### src/rtl/regfile_wport_if.sv
// Write-port sharing bundle: WB, clear-sweep and debug requesters plus the
// register file write port they compete for.
interface regfile_wport_if #(
  parameter int DATA_W  = 32,
  parameter int REG_NUM = 32
);
  localparam int ADDR_W = $clog2(REG_NUM);

  logic              wb_we;
  logic [ADDR_W-1:0] wb_addr;
  logic [DATA_W-1:0] wb_data;

  logic              clr_start;
  logic              clr_busy;
  logic              clr_done;

  logic              dbg_req;
  logic [ADDR_W-1:0] dbg_addr;
  logic [DATA_W-1:0] dbg_wdata;
  logic              dbg_ack;
  logic              dbg_starve;

  logic              rf_we;
  logic [ADDR_W-1:0] rf_waddr;
  logic [DATA_W-1:0] rf_wdata;

  modport master (
    output wb_we, wb_addr, wb_data, clr_start, dbg_req, dbg_addr, dbg_wdata,
    input  clr_busy, clr_done, dbg_ack, dbg_starve, rf_we, rf_waddr, rf_wdata
  );

  modport slave (
    input  wb_we, wb_addr, wb_data, clr_start, dbg_req, dbg_addr, dbg_wdata,
    output clr_busy, clr_done, dbg_ack, dbg_starve, rf_we, rf_waddr, rf_wdata
  );
endinterface

### src/rtl/regfile_wport_arbiter.sv
// Single register-file write port shared by WB (highest), the clear sweep and
// debug writes; one registered winner per cycle, register 0 never written.
module regfile_wport_arbiter #(
  parameter int DATA_W     = 32,
  parameter int REG_NUM    = 32,
  parameter int STARVE_MAX = 8
) (
  input logic            clk,
  input logic            reset,
  regfile_wport_if.slave bus
);
  localparam int ADDR_W = $clog2(REG_NUM);
  localparam int SCNT_W = 8;

  typedef enum logic { IDLE, CLEAR } state_t;
  typedef enum logic [1:0] { SRC_NONE, SRC_WB, SRC_CLR, SRC_DBG } src_t;

  typedef struct packed {
    logic              vld;
    logic [ADDR_W-1:0] addr;
    logic [DATA_W-1:0] data;
  } wr_req_t;

  state_t            state, state_nxt;
  src_t              src;
  wr_req_t           win;
  logic              swp_last;
  logic              clr_enter;
  logic [ADDR_W-1:0] swp_cnt;
  logic [SCNT_W-1:0] stv_cnt;

  logic              rf_we_q;
  logic [ADDR_W-1:0] rf_waddr_q;
  logic [DATA_W-1:0] rf_wdata_q;
  logic              dbg_ack_q;
  logic              clr_done_q;

  assign swp_last  = (swp_cnt == ADDR_W'(REG_NUM - 1));
  assign clr_enter = (state == IDLE) && (state_nxt == CLEAR);

  // FSM: state register
  always_ff @(posedge clk or negedge reset) begin
    if (!reset) state <= IDLE;
    else        state <= state_nxt;
  end

  // FSM: next state; a sweep slot lost to WB does not advance toward exit
  always_comb begin
    state_nxt = state;
    case (state)
      IDLE:    if (bus.clr_start) state_nxt = CLEAR;
      CLEAR:   if (src == SRC_CLR && swp_last) state_nxt = IDLE;
      default: state_nxt = IDLE;
    endcase
  end

  // FSM outputs: fixed-priority source select and the winning request
  always_comb begin
    src = SRC_NONE;
    if (bus.wb_we)                          src = SRC_WB;
    else if (state == CLEAR)                src = SRC_CLR;
    else if (bus.dbg_req)                   src = SRC_DBG;
  end

  always_comb begin
    win = '0;
    case (src)
      SRC_WB: begin
        win.vld  = 1'b1;
        win.addr = bus.wb_addr;
        win.data = bus.wb_data;
      end
      SRC_CLR: begin
        win.vld  = 1'b1;
        win.addr = swp_cnt;
        win.data = '0;
      end
      SRC_DBG: begin
        win.vld  = 1'b1;
        win.addr = bus.dbg_addr;
        win.data = bus.dbg_wdata;
      end
      default: win = '0;
    endcase
  end

  // Registered write port; an address-0 winner burns the slot with rf_we low
  always_ff @(posedge clk or negedge reset) begin
    if (!reset) begin
      rf_we_q    <= 1'b0;
      rf_waddr_q <= '0;
      rf_wdata_q <= '0;
      dbg_ack_q  <= 1'b0;
      clr_done_q <= 1'b0;
    end else begin
      rf_we_q    <= win.vld && (win.addr != '0);
      dbg_ack_q  <= (src == SRC_DBG);
      clr_done_q <= (src == SRC_CLR) && swp_last;
      if (win.vld) begin
        rf_waddr_q <= win.addr;
        rf_wdata_q <= win.data;
      end
    end
  end

  // Sweep address: starts at 1 since register 0 needs no clearing
  always_ff @(posedge clk or negedge reset) begin
    if (!reset)               swp_cnt <= ADDR_W'(1);
    else if (clr_enter)       swp_cnt <= ADDR_W'(1);
    else if (src == SRC_CLR)  swp_cnt <= swp_last ? ADDR_W'(1) : swp_cnt + ADDR_W'(1);
  end

  // Starvation: consecutive lost debug cycles, saturating
  always_ff @(posedge clk or negedge reset) begin
    if (!reset)                               stv_cnt <= '0;
    else if (!bus.dbg_req || src == SRC_DBG)  stv_cnt <= '0;
    else if (stv_cnt != SCNT_W'(STARVE_MAX))  stv_cnt <= stv_cnt + SCNT_W'(1);
  end

  assign bus.rf_we      = rf_we_q;
  assign bus.rf_waddr   = rf_waddr_q;
  assign bus.rf_wdata   = rf_wdata_q;
  assign bus.dbg_ack    = dbg_ack_q;
  assign bus.clr_done   = clr_done_q;
  assign bus.clr_busy   = (state == CLEAR);
  assign bus.dbg_starve = (stv_cnt == SCNT_W'(STARVE_MAX));
endmodule

### src/flat_wrapper.sv
// flat-port wrapper written by rule: the top's interface ports become plain ports
module regfile_wport_arbiter_flat 
#(
  parameter int DATA_W     = 32,
  parameter int REG_NUM    = 32,
  parameter int STARVE_MAX = 8
)
  (clk, reset, bus_wb_we, bus_wb_addr, bus_wb_data, bus_clr_start, bus_dbg_req, bus_dbg_addr, bus_dbg_wdata, bus_clr_busy, bus_clr_done, bus_dbg_ack, bus_dbg_starve, bus_rf_we, bus_rf_waddr, bus_rf_wdata);
  regfile_wport_if #(.DATA_W(DATA_W), .REG_NUM(REG_NUM)) bus_i ();
  input logic clk;
  input logic reset;
  input wire logic [$bits(bus_i.wb_we)-1:0] bus_wb_we;
  input wire logic [$bits(bus_i.wb_addr)-1:0] bus_wb_addr;
  input wire logic [$bits(bus_i.wb_data)-1:0] bus_wb_data;
  input wire logic [$bits(bus_i.clr_start)-1:0] bus_clr_start;
  input wire logic [$bits(bus_i.dbg_req)-1:0] bus_dbg_req;
  input wire logic [$bits(bus_i.dbg_addr)-1:0] bus_dbg_addr;
  input wire logic [$bits(bus_i.dbg_wdata)-1:0] bus_dbg_wdata;
  output wire logic [$bits(bus_i.clr_busy)-1:0] bus_clr_busy;
  output wire logic [$bits(bus_i.clr_done)-1:0] bus_clr_done;
  output wire logic [$bits(bus_i.dbg_ack)-1:0] bus_dbg_ack;
  output wire logic [$bits(bus_i.dbg_starve)-1:0] bus_dbg_starve;
  output wire logic [$bits(bus_i.rf_we)-1:0] bus_rf_we;
  output wire logic [$bits(bus_i.rf_waddr)-1:0] bus_rf_waddr;
  output wire logic [$bits(bus_i.rf_wdata)-1:0] bus_rf_wdata;
  assign bus_i.wb_we = bus_wb_we;
  assign bus_i.wb_addr = bus_wb_addr;
  assign bus_i.wb_data = bus_wb_data;
  assign bus_i.clr_start = bus_clr_start;
  assign bus_i.dbg_req = bus_dbg_req;
  assign bus_i.dbg_addr = bus_dbg_addr;
  assign bus_i.dbg_wdata = bus_dbg_wdata;
  assign bus_clr_busy = bus_i.clr_busy;
  assign bus_clr_done = bus_i.clr_done;
  assign bus_dbg_ack = bus_i.dbg_ack;
  assign bus_dbg_starve = bus_i.dbg_starve;
  assign bus_rf_we = bus_i.rf_we;
  assign bus_rf_waddr = bus_i.rf_waddr;
  assign bus_rf_wdata = bus_i.rf_wdata;
  regfile_wport_arbiter #(.DATA_W(DATA_W), .REG_NUM(REG_NUM), .STARVE_MAX(STARVE_MAX)) u_core (.clk(clk), .reset(reset), .bus(bus_i));
endmodule
### config.mk
export PLATFORM = sky130hd
export DESIGN_NAME = regfile_wport_arbiter_flat
export DESIGN_NICKNAME = d
export VERILOG_FILES = /design/src/rtl/regfile_wport_if.sv /design/src/rtl/regfile_wport_arbiter.sv /design/src/flat_wrapper.sv
export SDC_FILE = /design/constraint.sdc
export NUM_CORES = 1
export LEC_CHECK = 0
export ABC_AREA = 1
export CORE_ASPECT_RATIO = 1.75
export CORE_MARGIN = 3
export CORE_UTILIZATION = 40
export DETAILED_ROUTE_END_ITERATION = 6
export GPL_TIMING_DRIVEN = 0
export PLACE_DENSITY = 0.79
export SYNTH_ARGS = -nofsm -noshare
export SYNTH_HDL_FRONTEND = slang
export SYNTH_SLANG_ARGS = --single-unit
### constraint.sdc
create_clock -name clk -period 3.7 [get_ports clk]
set_clock_uncertainty 0.15 [all_clocks]
set_input_delay 0.925 -clock clk [delete_from_list [all_inputs] [get_ports clk]]
set_output_delay 0.925 -clock clk [all_outputs]
set_load 0.1 [all_outputs]
After elaboration in Yosys (flattened, before gate mapping)
Cells that the tools add are included.

cells by class
  $add $sub $neg = 2
  multiply operators = 0
  div/mod/pow operators = 0
  magnitude comparators = 0
  equality and inequality tests = 6
  shift-type cells = 0
  multiplexer cells = 12
  bitwise gates (word level) = 1
  reduce and logical (&&, ||, !) cells = 8

operators by type and width
  operator                                        number
  case mux 38 bit (3 select lines)                1
  2-to-1 mux 8 bit                                2
  2-to-1 mux 5 bit                                3
  adder 8 x 1 -> 8 bit (second input constant)    1
  == test 8 x 4 -> 1 bit (second input constant)  1
  != test 8 x 4 -> 1 bit (second input constant)  1
  2-to-1 mux 2 bit                                3
  adder 5 x 1 -> 5 bit (second input constant)    1
  == test 5 bit (second input constant)           1
  nonzero test 5 bit                              1
  == test 2 bit (second input constant)           2
  nonzero test 2 bit                              2
  logical AND 1 bit                               3
  == test 2 x 1 -> 1 bit (second input constant)  1
  2-to-1 mux 1 bit                                2
  case mux 1 bit (2 select lines)                 1
  zero test 1 bit                                 1
  logical OR 1 bit                                1
  NOT 1 bit                                       1

word-level totals
  bits in registers = 54
  bits in latches = 0
  RAM bits = 0
  ROM bits = 0
  output and inout bits = 42
  logic and storage cells = 37
  memories kept = 0

Logic depth before layout (Yosys ltp)
Gate-level depths: netlist of run 1.

  depth after elaboration = 9
  depth in mapped cells = 11

Worst setup path after synthesis of run 1
OpenSTA, ideal clock, no wires.

  kind = reg-to-output
  from = reg u_core.stv_cnt[0]
  to = out bus_dbg_starve
  data arrival time = 1.956 ns
  slack = 0.669 ns
  stages on the path, launching flop included = 5
  path through = dfrtp_1 > inv_1 > ha_1 > nand2_1 > nor2_1

on the way
  word-level cells in the longest chain between the ends = 1

ends and longest elaborated chain
  element                   line                          source
  start: declaration        regfile_wport_arbiter.sv:30   logic [SCNT_W-1:0] stv_cnt;
  start signal: assignment  regfile_wport_arbiter.sv:117  else if (stv_cnt != SCNT_W'(STARVE_MAX)) stv_cnt <= stv_cnt + SCNT_W'(1);
  == test 8 x 4 -> 1 bit    regfile_wport_arbiter.sv:126  assign bus.dbg_starve = (stv_cnt == SCNT_W'(STARVE_MAX));
  end: declaration          flat_wrapper.sv:22            output wire logic [$bits(bus_i.dbg_starve)-1:0] bus_dbg_starve;

Every way passes these cells.

Final worst setup path of run 1
Same ends and word-level chain as after synthesis.

==> summary.md, run 1 <==
| Metric | Value |
|---|---|
| Slew Limit Headroom | `32.46%` |
| Hold EP | `u_core.bus.rf_wdata[12]` |
| RSZ-0062 raised after global routing | `false` |
| Final hold vios | `0` |
| Num rows | `37` |
| Crit path DAT | `2.39 ns` |
| Final TNS setup | `0 ns` |
| First-pass GRT wire length | `11630 microns` |
| Initial antenna violation count | `0` |
| Worst path slowest cell | `clkdlybuf4s50_1` |
| Post-route setup slack | `0.2305 ns` |
| Critical path type | `reg2out` |
| DR vias | `2473` |
| Max-cap check violation count | `0` |
| Sequential share of the synthesized area | `54.27%` |
| Slew @ Worst Pin | `1.010 ns` |
| DRC viols | `0` |
| Final Critical Period | `3.469 ns` |
| Worst setup SP type | `flip-flop` |
| Inserted Diodes | `0` |
| Initial Util | `41.73%` |
| Crit path max fanout | `4` |
| Largest net degree at the start of global routing | `34` |
| IO Count | `121` |
| Drt initial violations | `121` |
| Syn Area/Cell | `8.119 sq um` |
| Clock buffer count from CTS | `5` |
| XOR/XNOR Fraction of Synth Area | `1.406%` |
| Hold_ws | `0.3383 ns` |
| Layout cells sized above 1 | `7.569%` |
| Slew Viols, Final | `0` |
| R2R setup slack | `1.94 ns` |
| Mapped cell area | `2492 sq um` |
| Global route overflow | `0` |
| Via density per instance | `4.811` |
| Critical R2R Capture | `u_core.swp_cnt[2]` |
| Final-stage net count | `518` |
| Synth unique cells | `25` |
| Min-Delay Path Class | `reg2reg` |
| P&R area growth vs syn | `56.73%` |
| Outcome | `complete, no violations` |
| Die Y | `110.4 microns` |
| CTS Hold Bufs | `0` |
| PortBufs | `120` |
| Placed cell count | `506` |
| Area after DPL | `3806 sq um` |
| P_leak | `1.824 nW` |
| Synth Register Bits | `54` |
| Mux contribution to synthesized area | `0%` |
| First drt pass iteration count | `4` |
| Bufs on Longest Clock Path | `2` |
| # Post-CTS Setup Buffers | `0` |
| Delay of the slowest critical-path stage | `1.18 ns` |
| Num Clock Sinks | `54` |
| Final Util | `65.41%` |
| Fillers | `504` |
| Compound-Gate Fraction of Synth Area | `3.263%` |
| CTS tree | `done` |
| Peak VDD IR | `306.8 uV` |
| Wirelength per Cell | `14.06 microns` |
| Clk_lat worst skew | `0.32 ns` |
| Clk slew on worst S/H paths | `0.10 ns` |
| Req. time, crit path | `2.62 ns` |
| Post-synthesis adder-cell area fraction | `2.008%` |
| Design Area, Final | `3906 sq um` |
| Cells along the critical path | `inv_1, ha_1, nand2_1, nor2_1, clkdlybuf4s50_1` |
| CTS HTree Levels | `2` |
| Fmax | `288.2 MHz` |
| Synth warn | `0` |
| Hold_sp | `u_core.bus.rf_wdata[12]` |
| Total GRT Usage | `20.70%` |
| Die area | `7252 sq um` |
| Resized cells post-CTS | `0` |
| PD cells | `429.0 nW/um^2` |
| Reg2Reg Depth | `11` |
| Dpl hpwl | `5506 microns` |
| Post-Place Setup Slack | `0.5800 ns` |
| Root Buffer | `clkbuf_8` |
| Die X | `65.67 microns` |
| Core Region | `5972 sq um` |
| Final worst path period share | `93.77%` |
| Post-Layout Cell Count | `514` |
| Total chip power | `1.676 mW` |
| Routed Antenna Nets | `0` |
| Post-synthesis simple-gate area fraction | `33.89%` |
| Hold path depth | `2` |
| Wirelength, routed | `7227 microns` |
| Crit. End Element | `primary output` |
| Largest family of logic cells by synthesized area | `simple AND/OR/NAND/NOR gates` |
| Synth Instances | `307` |
| Vias in the first global route | `2365` |
| RR Startpoint | `u_core.swp_cnt[0]` |
| Net Count, Synth | `390` |
| Final setup fails | `0` |
| GP Congestion | `0.8402` |
placed cells by master, fill, tap and decap left out, drive strengths merged:
cell type	Yosys	final
xnor2	1	1
a21o	3	3
inv	18	18
ha	4	4
nor4	1	1
o22ai	2	2
o21ai	4	4
dfstp	1	1
clkinv	1	3
a22o	1	1
buf	10	12
clkbuf	0	6
o21a	1	1
nand3	48	48
nand4	1	1
dfrtp	53	53
clkdlybuf4s50	0	119
nor2	22	22
xor2	3	3
nand2	131	131
a21oi	2	2
Yosys cell counts:
cell      count  share of area (%)
nor2_1       19                2.9
xor2_1        3                1.1
o22ai_1       2               0.50
a21oi_1       2               0.40
ha_1          4                2.0
nand2_2       2               0.50
nand2_1     129                 19
nor2_4        1               0.45
o21ai_0       3               0.60
nor4_1        1               0.25
buf_2         7                1.4
a21o_1        3               0.90
a22o_1        1               0.35
dfstp_2       1                1.1
o21ai_1       1               0.20
xnor2_1       1               0.35
dfrtp_1      53                 53
clkinv_1      1               0.15
buf_4         3               0.90
inv_2         7                1.1
inv_1        11                1.7
nand3_1      48                9.6
nand4_1       1               0.25
o21a_1        1               0.30
nor2_2        2               0.50
critical path, delay by kind of cell (launching register included):
| family | cells | cell delay [ns] |
|---|---|---|
| buffers and inverters | 2 | 1.27 |
| flip-flops | 1 | 0.43 |
| AND/OR/NAND/NOR | 2 | 0.23 |
| adder cells (fa/ha/maj) | 1 | 0.14 |
state kept, by name, indices dropped and copies added, names as in the netlist:
signal	cells
u_core.bus.rf_wdata	32
u_core.stv_cnt	8
u_core.bus.rf_waddr	5
u_core.swp_cnt	5
u_core.bus.clr_busy	1
u_core.bus.clr_done	1
u_core.bus.dbg_ack	1
u_core.bus.rf_we	1
cell type report:
type	count	area [sq um]	share of cell area, %
sequential	54	1353	34.63
timing repair buffer	121	1216	31.13
multi-input combinational	224	1011	25.88
tap	78	97.59	2.498
clock buffer	6	82.58	2.114
inverter	19	71.32	1.826
buffer	10	57.56	1.473
clock inverter	2	17.52	0.4484
worst max path at each step:
stage                       from  depth (start not counted)  slack, ns           endpoint
4_1_cts        u_core.stv_cnt[0]                          5       0.21     bus_dbg_starve
2_1_floorplan  u_core.stv_cnt[0]                          4       0.67     bus_dbg_starve
3_3_place_gp               reset                          1      -0.15  u_core.swp_cnt[4]
3_5_place_dp   u_core.stv_cnt[0]                          5       0.58     bus_dbg_starve
6_report       u_core.stv_cnt[0]                          5       0.23     bus_dbg_starve
5_1_grt        u_core.stv_cnt[0]                          5       0.11     bus_dbg_starve
kinds of logic after synthesis:
logic type / after synthesis
AOI/OAI and AO/OA: 13
xor gates and xnor gates: 4
adders and majority gates: 4
buffers and inverters: 29
DFF: 54
and+or+nand+nor: 203
routing by layer:
| layer | global-route usage [%] | wire length, microns |
|---|---|---|
| met5 | 0 | 0 |
| met4 | 8.033 | 164 |
| met3 | 3.357 | 315 |
| met2 | 37.40 | 4025 |
| met1 | 23.31 | 2721 |
where the power goes:
group	total [mW]	internal, mW	leakage (nW)	switching, mW
Sequential	0.709	0.659	0.688	0.0500
Clock	0.361	0.155	0.0514	0.206
Combinational	0.606	0.199	1.08	0.408
Note: power is estimated with default switching activity, not from simulation.
==> run 2, diff against run 1 <==
--- a/config.mk
+++ b/config.mk
@@ -5,13 +5,12 @@
 export SDC_FILE = /design/constraint.sdc
 export NUM_CORES = 1
 export LEC_CHECK = 0
-export ABC_AREA = 1
 export CORE_ASPECT_RATIO = 1.75
 export CORE_MARGIN = 3
 export CORE_UTILIZATION = 40
 export DETAILED_ROUTE_END_ITERATION = 6
 export GPL_TIMING_DRIVEN = 0
-export PLACE_DENSITY = 0.79
+export PLACE_DENSITY = 0.78
 export SYNTH_ARGS = -nofsm -noshare
 export SYNTH_HDL_FRONTEND = slang
 export SYNTH_SLANG_ARGS = --single-unit
==> run 2 against run 1 <==
Effect of this change: flip-flop and latch count is the same; wire length about the same; first-iteration DRC count down 36%; via count down 4.6%; combinational power increased by 4.3%; worst setup slack got worse by 0.017 ns; synthesized area grew 5.1%; global-route usage is 0.15 points lower; sequential power up 0.8%; register-to-register slack got worse by 0.23 ns; non-clock buffer count is 4 higher; critical endpoint unchanged.
==> summary.md, run 2 <==
| Metric | Value |
|---|---|
| Outcome | `complete, no violations` |
| EDFF count, synth | `0 (unchanged)` |
| Die area | `7592 sq um (+4.7%)` |
| # Post-CTS Setup Buffers | `0 (unchanged)` |
| Hold path depth | `1 (-1)` |
| Int Pwr | `1.154 mW (+14%)` |
| XOR/XNOR Fraction of Synth Area | `2.007% (+0.60 points)` |
| Vias in the first global route | `2486 (+5.1%)` |
| Initial antenna violation count | `0 (unchanged)` |
| IO Count | `121 (unchanged)` |
| Most frequent cell after synthesis | `dfrtp_1` |
| P_leak | `1.831 nW (+0.37%)` |
| Total chip power | `1.826 mW (+8.9%)` |
| Net switching power | `0.6718 mW (+1.2%)` |
| Top FF cell, synth | `dfrtp_1` |
| Mux contribution to synthesized area | `14.62% (+15 points)` |
| Synth top area share | `50.65% (-2.6 points)` |
| PortBufs | `119 (-0.83%)` |
| Synth warn | `0 (unchanged)` |
| Commonest cells after routing, fill and taps aside | `clkdlybuf4s50_1, dfrtp_1, o21ai_0, nand2_1, mux2i_1` |
| Die X | `67.17 microns (+2.3%)` |
| Final hold vios | `0 (unchanged)` |
| Clock buffer count from CTS | `5 (unchanged)` |
| Layout cells sized above 1 | `6.718% (-0.85 points)` |
| Req. time, crit path | `2.62 ns (about the same)` |
| Placed cell count | `459 (-9.3%)` |
| Core Region | `6276 sq um (+5.1%)` |
| Critical path depth | `5 (unchanged)` |
| Clock Power Share | `26.2% (+4.7 points)` |
| Comb pwr share | `34.6% (-1.6 points)` |
| CTS Hold Bufs | `0 (unchanged)` |
| Final Critical Period | `3.487 ns (+0.01745 ns)` |
| Buf/Inv on CP | `2 (unchanged)` |
| Slew Viols, Final | `0 (unchanged)` |
| Inserted Diodes | `0 (unchanged)` |
| Min-Delay Path Class | `reg2reg` |
| Post-Layout Cell Count | `467 (-9.1%)` |
| Crit path max fanout | `5 (+1)` |
| Num rows | `38 (+2.7%)` |
| Largest register FFs | `32 (unchanged)` |
| Hold_ws | `0.3385 ns (+0.0002240 ns)` |
| Post-synthesis adder-cell area fraction | `1.911% (-0.097 points)` |
| Num Clock Sinks | `54 (unchanged)` |
| CTS HTree Levels | `2 (unchanged)` |
| Via density per instance | `5.054 (+5.0%)` |
| Root Buffer | `clkbuf_8` |
| Synth Register Bits | `54 (unchanged)` |
| Dpl hpwl | `5567 microns (+1.1%)` |
| DRC viols | `0 (unchanged)` |
| Final-stage net count | `469 (-9.5%)` |
| Post-synth top area cell | `dfrtp_1` |
| Cells along the critical path | `inv_1, ha_1, nand4bb_1, nor4_4, dlygate4sd2_1` |
| Largest net degree at the start of global routing | `32 (-5.9%)` |
| Delay of the slowest critical-path stage | `0.92 ns (-0.26 ns)` |
| Sequential share of the synthesized area | `51.65% (-2.6 points)` |
| Critical path type | `reg2out` |
| Largest family of logic cells by synthesized area | `simple AND/OR/NAND/NOR gates` |
| Slew @ Worst Pin | `1.034 ns (+0.02430 ns)` |
| P&R area growth vs syn | `55.37%` |
| Die Y | `113.0 microns (+2.4%)` |
| Bufs on Longest Clock Path | `2 (unchanged)` |
| Fmax | `286.8 MHz (-0.50%)` |
| Sw Share | `36.79% (-2.8 points)` |
| GP Congestion | `0.8162 (-2.9%)` |
| Synth Instances | `259 (-16%)` |
| RSZ-0062 raised after global routing | `false` |
| Routed Antenna Nets | `0 (unchanged)` |
| Crit. End Element | `primary output` |
| Mapped cell area | `2619 sq um (+5.1%)` |
| Final setup fails | `0 (unchanged)` |
| Top cells by area, synth | `dfrtp_1, mux2i_1, o21ai_0, nand2_1, nor2_1` |
| Wirelength per Cell | `15.48 microns (+10%)` |
| Commonest non-fill, non-tap cell in the layout | `clkdlybuf4s50_1` |
| PD cells | `448.8 nW/um^2 (+4.6%)` |
| First-pass GRT wire length | `11800 microns (+1.4%)` |
| Peak VDD IR | `428.7 uV (+40%)` |
| Clk_lat worst skew | `0.32 ns (about the same)` |
| Total GRT Usage | `20.55% (-0.15 points)` |
| Compound-Gate Fraction of Synth Area | `11.47% (+8.2 points)` |
| First drt pass iteration count | `4 (unchanged)` |
| CTS tree | `done` |
| Synth unique cells | `34 (+36%)` |
| Worst setup SP type | `flip-flop` |
| Max-cap check violation count | `0 (unchanged)` |
| Reg power frac | `39.1% (-3.2 points)` |
| Drt initial violations | `78 (-36%)` |
| Crit path DAT | `2.41 ns (+0.02 ns)` |
| Initial Util | `41.73% (about the same)` |
| Global route overflow | `0 (unchanged)` |
| Slew Limit Headroom | `30.83% (-1.6 points)` |
| Net Count, Synth | `342 (-12%)` |
| Clk slew on worst S/H paths | `0.11 ns (about the same)` |
| CP delay by family, top | `buffers and inverters` |
| Synth cell count leaders | `dfrtp_1, o21ai_0, nand2_1, mux2i_1, nor2_1` |
| Post-synthesis simple-gate area fraction | `14.91% (-19 points)` |
| DR vias | `2360 (-4.6%)` |
| Worst path slowest cell | `dlygate4sd2_1` |
| Final worst path period share | `94.24% (+0.47 points)` |
| Async SR Flop Fraction | `100.0% (unchanged)` |
| Wirelength, routed | `7231 microns (about the same)` |
| Syn Area/Cell | `10.11 sq um (+25%)` |
| Reg2Reg Depth | `7 (-4)` |
==> run 2: changes by cell type after synthesis, moves of 3 or more <==
cell and delta:
a21oi_1 +4, and3_1 +4, clkbuf_1 +4, inv_1 -6
inv_2 -7, mux2i_1 +36, nand2_1 -88, nand2b_1 +3
nand3_1 -45, nor2_1 -5, o21ai_0 +39
==> run 2: cells by family (layout without fill, tap and decap cells) <==
kind of cell | after synthesis | count (layout)
flip-flops | 54 | 54
XOR/XNOR | 6 | 6
buffers and inverters | 20 | 148
multiplexers | 38 | 38
adder cells (fa/ha/maj) | 4 | 4
AO/OA/AOI/OAI | 56 | 56
AND/OR/NAND/NOR | 81 | 81
==> run 2: metrics by stage <==
step / setup slack, ns / cell area, sq um / setup TNS, ns / utilization [%]
6_report: 0.2131 / 4069 / 0 / 64.83
3_3_place_gp: -0.1377 / 3910 / -7.163 / 62.30
5_1_grt: 0.06639 / 4069 / 0 / 64.83
3_5_place_dp: 0.2735 / 3933 / 0 / 62.66
4_1_cts: 0.1960 / 4069 / 0 / 64.83
2_1_floorplan: 0.7679 / 2619 / 0 / -
==> run 2: path summary, 6_finish.rpt <==
kind / from / end / slack, ns
max reg2reg: u_core.swp_cnt[0] / u_core.swp_cnt[3] / 1.71
max: u_core.stv_cnt[0] / bus_dbg_starve / 0.21
min reg2reg: u_core.bus.rf_waddr[3] / u_core.bus.rf_waddr[3] / 0.34
min: u_core.bus.rf_waddr[3] / u_core.bus.rf_waddr[3] / 0.34
max in group asynchronous: reset / u_core.bus.dbg_ack / 2.32
min in group asynchronous: reset / u_core.bus.rf_waddr[1] / 0.51
==> run 2: layout make-up <==
| class | count | area, sq um |
|---|---|---|
| fill | 531 | 2207 |
| tap | 80 | 100.1 |
| inverter | 5 | 18.77 |
| buffer | 15 | 71.32 |
| multi-input combinational | 185 | 1176 |
| clock inverter | 3 | 68.82 |
| clock buffer | 5 | 68.82 |
| timing repair buffer | 120 | 1212 |
| sequential | 54 | 1353 |
==> run 2: routing by layer <==
metal	share of wire, %	global-route usage, %	up-vias
met2	56	36.14	77
met5	0	0	-
met1	36	22.91	1125
met4	2.7	8.537	0
li1	-	-	1142
met3	5.4	4.965	16
==> run 2: power groups by stage <==
stage | registers, mW | clock network (mW) | logic, mW
5_1_grt | 0.725 | 0.514 | 0.676
3_5_place_dp | 0.725 | 0 | 0.636
6_report | 0.715 | 0.479 | 0.632
2_1_floorplan | 0.970 | 0 | 0.166
3_3_place_gp | 0.721 | 0 | 0.624
4_1_cts | 0.714 | 0.491 | 0.638
==> run 2: what timing repair did <==
item | CTS | global route
endpoints found under the setup margin | 1 | 0
resized for setup | 1 | 0
endpoints found under the hold margin | 0 | 0
